## src/rtl/uart_tx_fifo.sv

```systemverilog
// uart_tx_fifo: circular byte FIFO sitting in front of a UART transmitter.
// The bus side pushes bytes and watches full/level; a small FSM pops one byte
// at a time and paces it against the UART ss strobe / busy handshake.
module uart_tx_fifo #(
  parameter int DEPTH         = 16,
  parameter int AW            = 4,
  parameter int STROBE_CYCLES = 2,
  parameter int BUSY_TIMEOUT  = 255
) (
  input  logic        sclk,
  input  logic        reset,
  input  logic        wr_en,
  input  logic [7:0]  wr_data,
  input  logic        flush,
  input  logic        clr_status,
  output logic        full,
  output logic        empty,
  output logic [AW:0] level,
  output logic        overflow,
  output logic        tx_err,
  output logic        tx_ss,
  output logic [7:0]  tx_data,
  input  logic        tx_busy,
  output logic        tx_active
);

  typedef enum logic [2:0] {
    ST_IDLE,
    ST_LOAD,
    ST_STROBE,
    ST_WAIT_BUSY,
    ST_WAIT_DONE
  } state_t;

  localparam logic [AW:0] LP_ONE         = (AW+1)'(1);
  localparam logic [AW:0] LP_DEPTH       = (AW+1)'(DEPTH);
  localparam logic [3:0]  LP_STROBE_LAST = 4'(STROBE_CYCLES - 1);
  localparam logic [7:0]  LP_TMO_LAST    = 8'(BUSY_TIMEOUT - 1);

  logic [7:0]  r_mem [DEPTH];
  logic [AW:0] r_wptr;
  logic [AW:0] r_rptr;
  logic [AW:0] r_level;
  logic        r_full;
  logic        r_empty;
  logic        r_overflow;
  logic        r_txErr;
  logic        r_txSs;
  logic [7:0]  r_txData;
  logic        r_busyMeta;
  logic        r_busyS;
  state_t      r_state;
  logic [3:0]  r_strobeCnt;
  logic [7:0]  r_busyCnt;

  logic        w_push;
  logic        w_pushDrop;
  logic        w_pop;
  logic        w_timeout;
  logic [AW:0] w_wptrNext;
  logic [AW:0] w_rptrNext;
  logic [AW:0] w_levelNext;

  // Flush beats a same-cycle push, and fullness is judged on the pre-edge state.
  assign w_push      = wr_en & ~flush & ~r_full;
  assign w_pushDrop  = wr_en & ~flush & r_full;
  assign w_pop       = (r_state == ST_LOAD);
  assign w_timeout   = (r_state == ST_WAIT_BUSY) & ~r_busyS & (r_busyCnt == LP_TMO_LAST);
  assign w_wptrNext  = w_push ? (r_wptr + LP_ONE) : r_wptr;
  assign w_rptrNext  = flush ? r_wptr : (w_pop ? (r_rptr + LP_ONE) : r_rptr);
  assign w_levelNext = w_wptrNext - w_rptrNext;

  assign full      = r_full;
  assign empty     = r_empty;
  assign level     = r_level;
  assign overflow  = r_overflow;
  assign tx_err    = r_txErr;
  assign tx_ss     = r_txSs;
  assign tx_data   = r_txData;
  assign tx_active = (r_state != ST_IDLE);

  // Two-flop synchroniser for the UART busy flag, which lives in another clock domain.
  always_ff @(posedge sclk or posedge reset) begin
    if (reset) begin
      r_busyMeta <= 1'b0;
      r_busyS    <= 1'b0;
    end else begin
      r_busyMeta <= tx_busy;
      r_busyS    <= r_busyMeta;
    end
  end

  // Storage array; contents are don't-care after reset since the pointers say what is valid.
  always_ff @(posedge sclk) begin
    if (w_push) begin
      r_mem[r_wptr[AW-1:0]] <= wr_data;
    end
  end

  // Pointers plus registered occupancy flags computed from the next pointer values.
  always_ff @(posedge sclk or posedge reset) begin
    if (reset) begin
      r_wptr  <= '0;
      r_rptr  <= '0;
      r_level <= '0;
      r_full  <= 1'b0;
      r_empty <= 1'b1;
    end else begin
      r_wptr  <= w_wptrNext;
      r_rptr  <= w_rptrNext;
      r_level <= w_levelNext;
      r_full  <= (w_levelNext == LP_DEPTH);
      r_empty <= (w_levelNext == '0);
    end
  end

  // Sticky status flags; a setting event in the same cycle as a clear keeps the flag set.
  always_ff @(posedge sclk or posedge reset) begin
    if (reset) begin
      r_overflow <= 1'b0;
      r_txErr    <= 1'b0;
    end else begin
      if (w_pushDrop) begin
        r_overflow <= 1'b1;
      end else if (clr_status) begin
        r_overflow <= 1'b0;
      end
      if (w_timeout) begin
        r_txErr <= 1'b1;
      end else if (clr_status) begin
        r_txErr <= 1'b0;
      end
    end
  end

  // Transmit sequencer: pop a byte, strobe the UART, then follow its busy pulse.
  always_ff @(posedge sclk or posedge reset) begin
    if (reset) begin
      r_state     <= ST_IDLE;
      r_txSs      <= 1'b0;
      r_txData    <= 8'h00;
      r_strobeCnt <= '0;
      r_busyCnt   <= '0;
    end else begin
      case (r_state)
        ST_IDLE: begin
          if (~r_empty & ~r_busyS & ~flush) begin
            r_state <= ST_LOAD;
          end
        end
        ST_LOAD: begin
          r_txData    <= r_mem[r_rptr[AW-1:0]];
          r_txSs      <= 1'b1;
          r_strobeCnt <= '0;
          r_state     <= ST_STROBE;
        end
        ST_STROBE: begin
          if (r_strobeCnt == LP_STROBE_LAST) begin
            r_txSs    <= 1'b0;
            r_busyCnt <= '0;
            r_state   <= ST_WAIT_BUSY;
          end else begin
            r_strobeCnt <= r_strobeCnt + 4'd1;
          end
        end
        ST_WAIT_BUSY: begin
          if (r_busyS) begin
            r_state <= ST_WAIT_DONE;
          end else if (w_timeout) begin
            r_state <= ST_IDLE;
          end else begin
            r_busyCnt <= r_busyCnt + 8'd1;
          end
        end
        ST_WAIT_DONE: begin
          if (~r_busyS) begin
            r_state <= ST_IDLE;
          end
        end
        default: begin
          r_state <= ST_IDLE;
        end
      endcase
    end
  end

endmodule

```

## config.mk

```make
export PLATFORM = sky130hd
export DESIGN_NAME = uart_tx_fifo
export DESIGN_NICKNAME = d
export VERILOG_FILES = /design/src/rtl/uart_tx_fifo.sv
export SDC_FILE = /design/constraint.sdc
export NUM_CORES = 1
export LEC_CHECK = 0
export BUFFER_PORTS_ARGS = -buffer_cell sky130_fd_sc_hd__buf_2
export CORE_ASPECT_RATIO = 2
export CORE_UTILIZATION = 31
export CTS_CLUSTER_SIZE = 10
export DETAILED_ROUTE_END_ITERATION = 10
export GPL_TIMING_DRIVEN = 0
export HOLD_SLACK_MARGIN = 0.02
export PLACE_DENSITY_LB_ADDON = 0.15
export SLEW_MARGIN = 0
export SYNTH_ARGS = -nofsm -noshare
export SYNTH_HDL_FRONTEND = slang
export SYNTH_SLANG_ARGS = --single-unit
```

## constraint.sdc

```tcl
create_clock -name sclk -period 4.5 [get_ports sclk]
set_input_delay 0 -clock sclk [delete_from_list [all_inputs] [get_ports sclk]]
set_output_delay 0 -clock sclk [all_outputs]
set_load 0.02 [all_outputs]
```

==> results.sh <==
export IMPL_ios=33
export IMPL_place_gp_congestion=0.7648
export IMPL_drive_gt1_share_pct=17.03
export IMPL_crit_type="reg2reg"
export IMPL_cts_root_buf="clkbuf_16"
export IMPL_synth_most_common_cell="edfxtp_1"
export IMPL_fin_crit_sh_pct=81.54
export IMPL_synthAdderAreaFrac_pct=2.525
export IMPL_worstHoldPathCells=3
export IMPL_seq_area_um2=4971
export IMPL_ys_warn_count=0
export IMPL_maxSlewHeadroom_pct=38.01
export IMPL_critical_path_arrival_ns=3.99
export IMPL_synth_edf_count=128
export IMPL_h_tree_depth=4
export IMPL_setup_tns_final_ns=0
export IMPL_vias_per_cell=4.916
export IMPL_fin_skew_ns=0.006782
export IMPL_dieArea_um2=23990
export IMPL_synth_seq_cells=173
export IMPL_fp_dieW_um=110.0
export IMPL_rows=78
export IMPL_first_iter_violations=195
export IMPL_dp_hpwl_um=12290
export IMPL_cp_end_kind="flip-flop"
export IMPL_wl_per_cell_um=20.94
export IMPL_synth_cell_types=51
export IMPL_synth_xor_area_share_pct=2.024
export IMPL_cts_sinks=173
export IMPL_ant_nets=0
export IMPL_yosys_top_cells_count="edfxtp_1 (128), dfrtp_1 (44), mux2i_1 (40)"
export IMPL_clock_latency_ns=0.44
export IMPL_rsz0062_at_grt="false"
export IMPL_yosys_area_top_type="edfxtp_1"
export IMPL_synth_cells=476
export IMPL_worst_slew_pin_slew_ns=0.9298
export IMPL_max_freq_mhz=272.5
export IMPL_muxShareOfSynthArea_pct=10.67
export IMPL_grt_pass1_vias=4382
export IMPL_syn_num_nets=504
export IMPL_irDropWorstVdd_mv=0.4017
export IMPL_worst_path_max_fanout=10
export IMPL_antenna_found_initial=0
export IMPL_diodes=0
export IMPL_gr_total_overflow=0
export IMPL_grt_max_degree=32
export IMPL_fillCellCount=2203
export IMPL_yosysSeqAreaShare_pct=68.71
export IMPL_vias=4090
export IMPL_cts_clk_slew_worst_paths_ns=0.06
export IMPL_hp_start="flush"
export IMPL_grt_usage_pct=15.87
export IMPL_first_pass_iters=6
export IMPL_avgSynthCellArea_um2=15.20
export IMPL_numCtsBuffers=17
export IMPL_synth_top_family_by_area="multiplexers"
export IMPL_synth_area_um2=7234
export IMPL_rr_worst_depth=11
export IMPL_ys_top_cells_by_area="edfxtp_1 (53%), dfrtp_1 (15%), mux2i_1 (5.5%)"
export IMPL_max_cap_viol_count=0
export IMPL_initial_core_util_pct=31.68
export IMPL_synth_simple_area_share_pct=9.097
export IMPL_power_w=0.005476
export IMPL_die_h_um=218.0
export IMPL_fin_crit_ns=3.669
export IMPL_final_nets=567
export IMPL_setup_viol=0
export IMPL_p_leak_nw=3.151
export IMPL_synth_top_area_share_pct=53.13
export IMPL_cts_tree="done"
export IMPL_required_ns=4.82
export IMPL_multi_input_area_um2=2115
export IMPL_clockBufferDepth=2
export IMPL_io_buffers=31
export IMPL_maxSlewViolCount=0
export IMPL_async_flop_share_pct=26.01
export IMPL_synth_compound_area_share_pct=4.912
export IMPL_hold_path_class="in2reg"
export IMPL_hold_viol=0
export IMPL_rr_endpoint="full$_DFF_PP0_"
export IMPL_crit_path_start="r_rptr[0]$_DFF_PP0_"
export IMPL_coreArea_um2=22840
export IMPL_min_to="r_rptr[1]$_DFF_PP0_"
export IMPL_outcome="complete, no violations"
export IMPL_start_kind="flip-flop"
export IMPL_powerDensity_nw_per_um2=640.0
export IMPL_drc=0
export IMPL_grt_pass1_wl_um=26370
export IMPL_worst_r2r_setup_slack_ns=0.83
export IMPL_ys_flop_type="edfxtp_1"
export IMPL_area_growth_synth_to_final_pct=18.28
export IMPL_reg2reg_from="r_rptr[0]$_DFF_PP0_"
export IMPL_wl_um=17420
cells by family after synthesis:
| family | Yosys count |
|---|---|
| simple gates | 124 |
| flops | 173 |
| compound gates | 59 |
| fa+ha+maj | 14 |
| buf+inv | 34 |
| xor+xnor | 15 |
| mux | 57 |
repair_timing:
action                    in CTS  in global routing
hold buffers                  12                  0
resized for setup              0                  0
hold endpoints to repair     175                  0
setup buffers                  0                  0
per-layer routing:
metal / share of wire, % / global-route usage [%]
met5: 0 / 0
met4: 2.4 / 6.622
met3: 2.5 / 3.586
met2: 59 / 30.75
met1: 37 / 15.39
critical path: stages, from the launching register on:
cell,delay (ns)
dfrtp_1,0.46
buf_2,0.31
buf_1,0.73
xor2_1,0.21
o21ai_0,0.16
ha_1,0.26
fa_1,0.41
nand2b_1,0.17
a21oi_1,0.22
xor2_2,0.20
xnor2_2,0.16
nor4b_1,0.28
sequential cells by signal, indices dropped and copies added, names as in the netlist, 3 cells and up:
| register | count |
|---|---|
| r_mem | 128 |
| r_busyCnt | 8 |
| tx_data | 8 |
| level | 5 |
| r_rptr | 5 |
| r_wptr | 5 |
| r_strobeCnt | 4 |
| r_state | 3 |
through the flow:
| step | worst slack [ns] | instance area [um2] | utilization, % | hold slack [ns] | cells |
|---|---|---|---|---|---|
| global placement | 0.7174 | 7740 | 33.89 | 0.1095 | 787 |
| floorplan | 1.612 | 7234 | - | 0.03143 | 476 |
| CTS | 0.7085 | 8557 | 37.47 | 0.02854 | 832 |
| global route | 0.5290 | 8557 | 37.47 | 0.04873 | 832 |
| detailed placement | 0.7131 | 7760 | 33.98 | -0.01079 | 788 |
| finish | 0.8309 | 8557 | 37.47 | 0.04566 | 832 |
worst max path at each step:
stage,end,slack [ns],cells after the start
final,full$_DFF_PP0_,0.83,11
after global routing,full$_DFF_PP0_,0.53,11
after CTS,full$_DFF_PP0_,0.71,11
after detailed placement,full$_DFF_PP0_,0.71,11
after global placement,full$_DFF_PP0_,0.72,11
after floorplan,full$_DFF_PP0_,1.61,11
final cells by class:
cell class | instances | share of cell area (%)
buffer | 20 | 1.126
clock buffer | 19 | 5.059
clock inverter | 13 | 2.851
inverter | 14 | 0.6141
multi-input combinational | 269 | 24.71
sequential | 173 | 58.09
tap | 280 | 4.094
timing repair buffer | 44 | 3.451
power breakdown:
part	internal (W)	switching (W)
clock	0.00109	0.000608
combinational	0.000683	0.00104
sequential	0.00192	0.000133
total	0.00370	0.00178
layout by cell type (no fill, tap or decap), types with 3 or more instances in the layout:
| master | count |
|---|---|
| a21oi_1 | 17 |
| and2_1 | 13 |
| and3_1 | 6 |
| buf_1 | 4 |
| buf_2 | 39 |
| bufinv_16 | 7 |
| clkbuf_1 | 8 |
| clkbuf_16 | 17 |
| dfrtp_1 | 44 |
| dlygate4sd3_1 | 12 |
| edfxtp_1 | 128 |
| ha_1 | 13 |
| inv_1 | 13 |
| mux2i_1 | 40 |
| mux4_2 | 16 |
| nand2_1 | 24 |
| nand2b_1 | 3 |
| nand3_1 | 7 |
| nand3b_1 | 4 |
| nand4_1 | 6 |
| nor2_1 | 31 |
| nor2b_1 | 3 |
| nor3_1 | 9 |
| nor3b_1 | 5 |
| o21a_1 | 3 |
| o21ai_0 | 12 |
| o22ai_1 | 16 |
| or3_1 | 4 |
| xnor2_1 | 6 |
| xor2_1 | 7 |
Note: power is estimated with default switching activity, not from simulation.
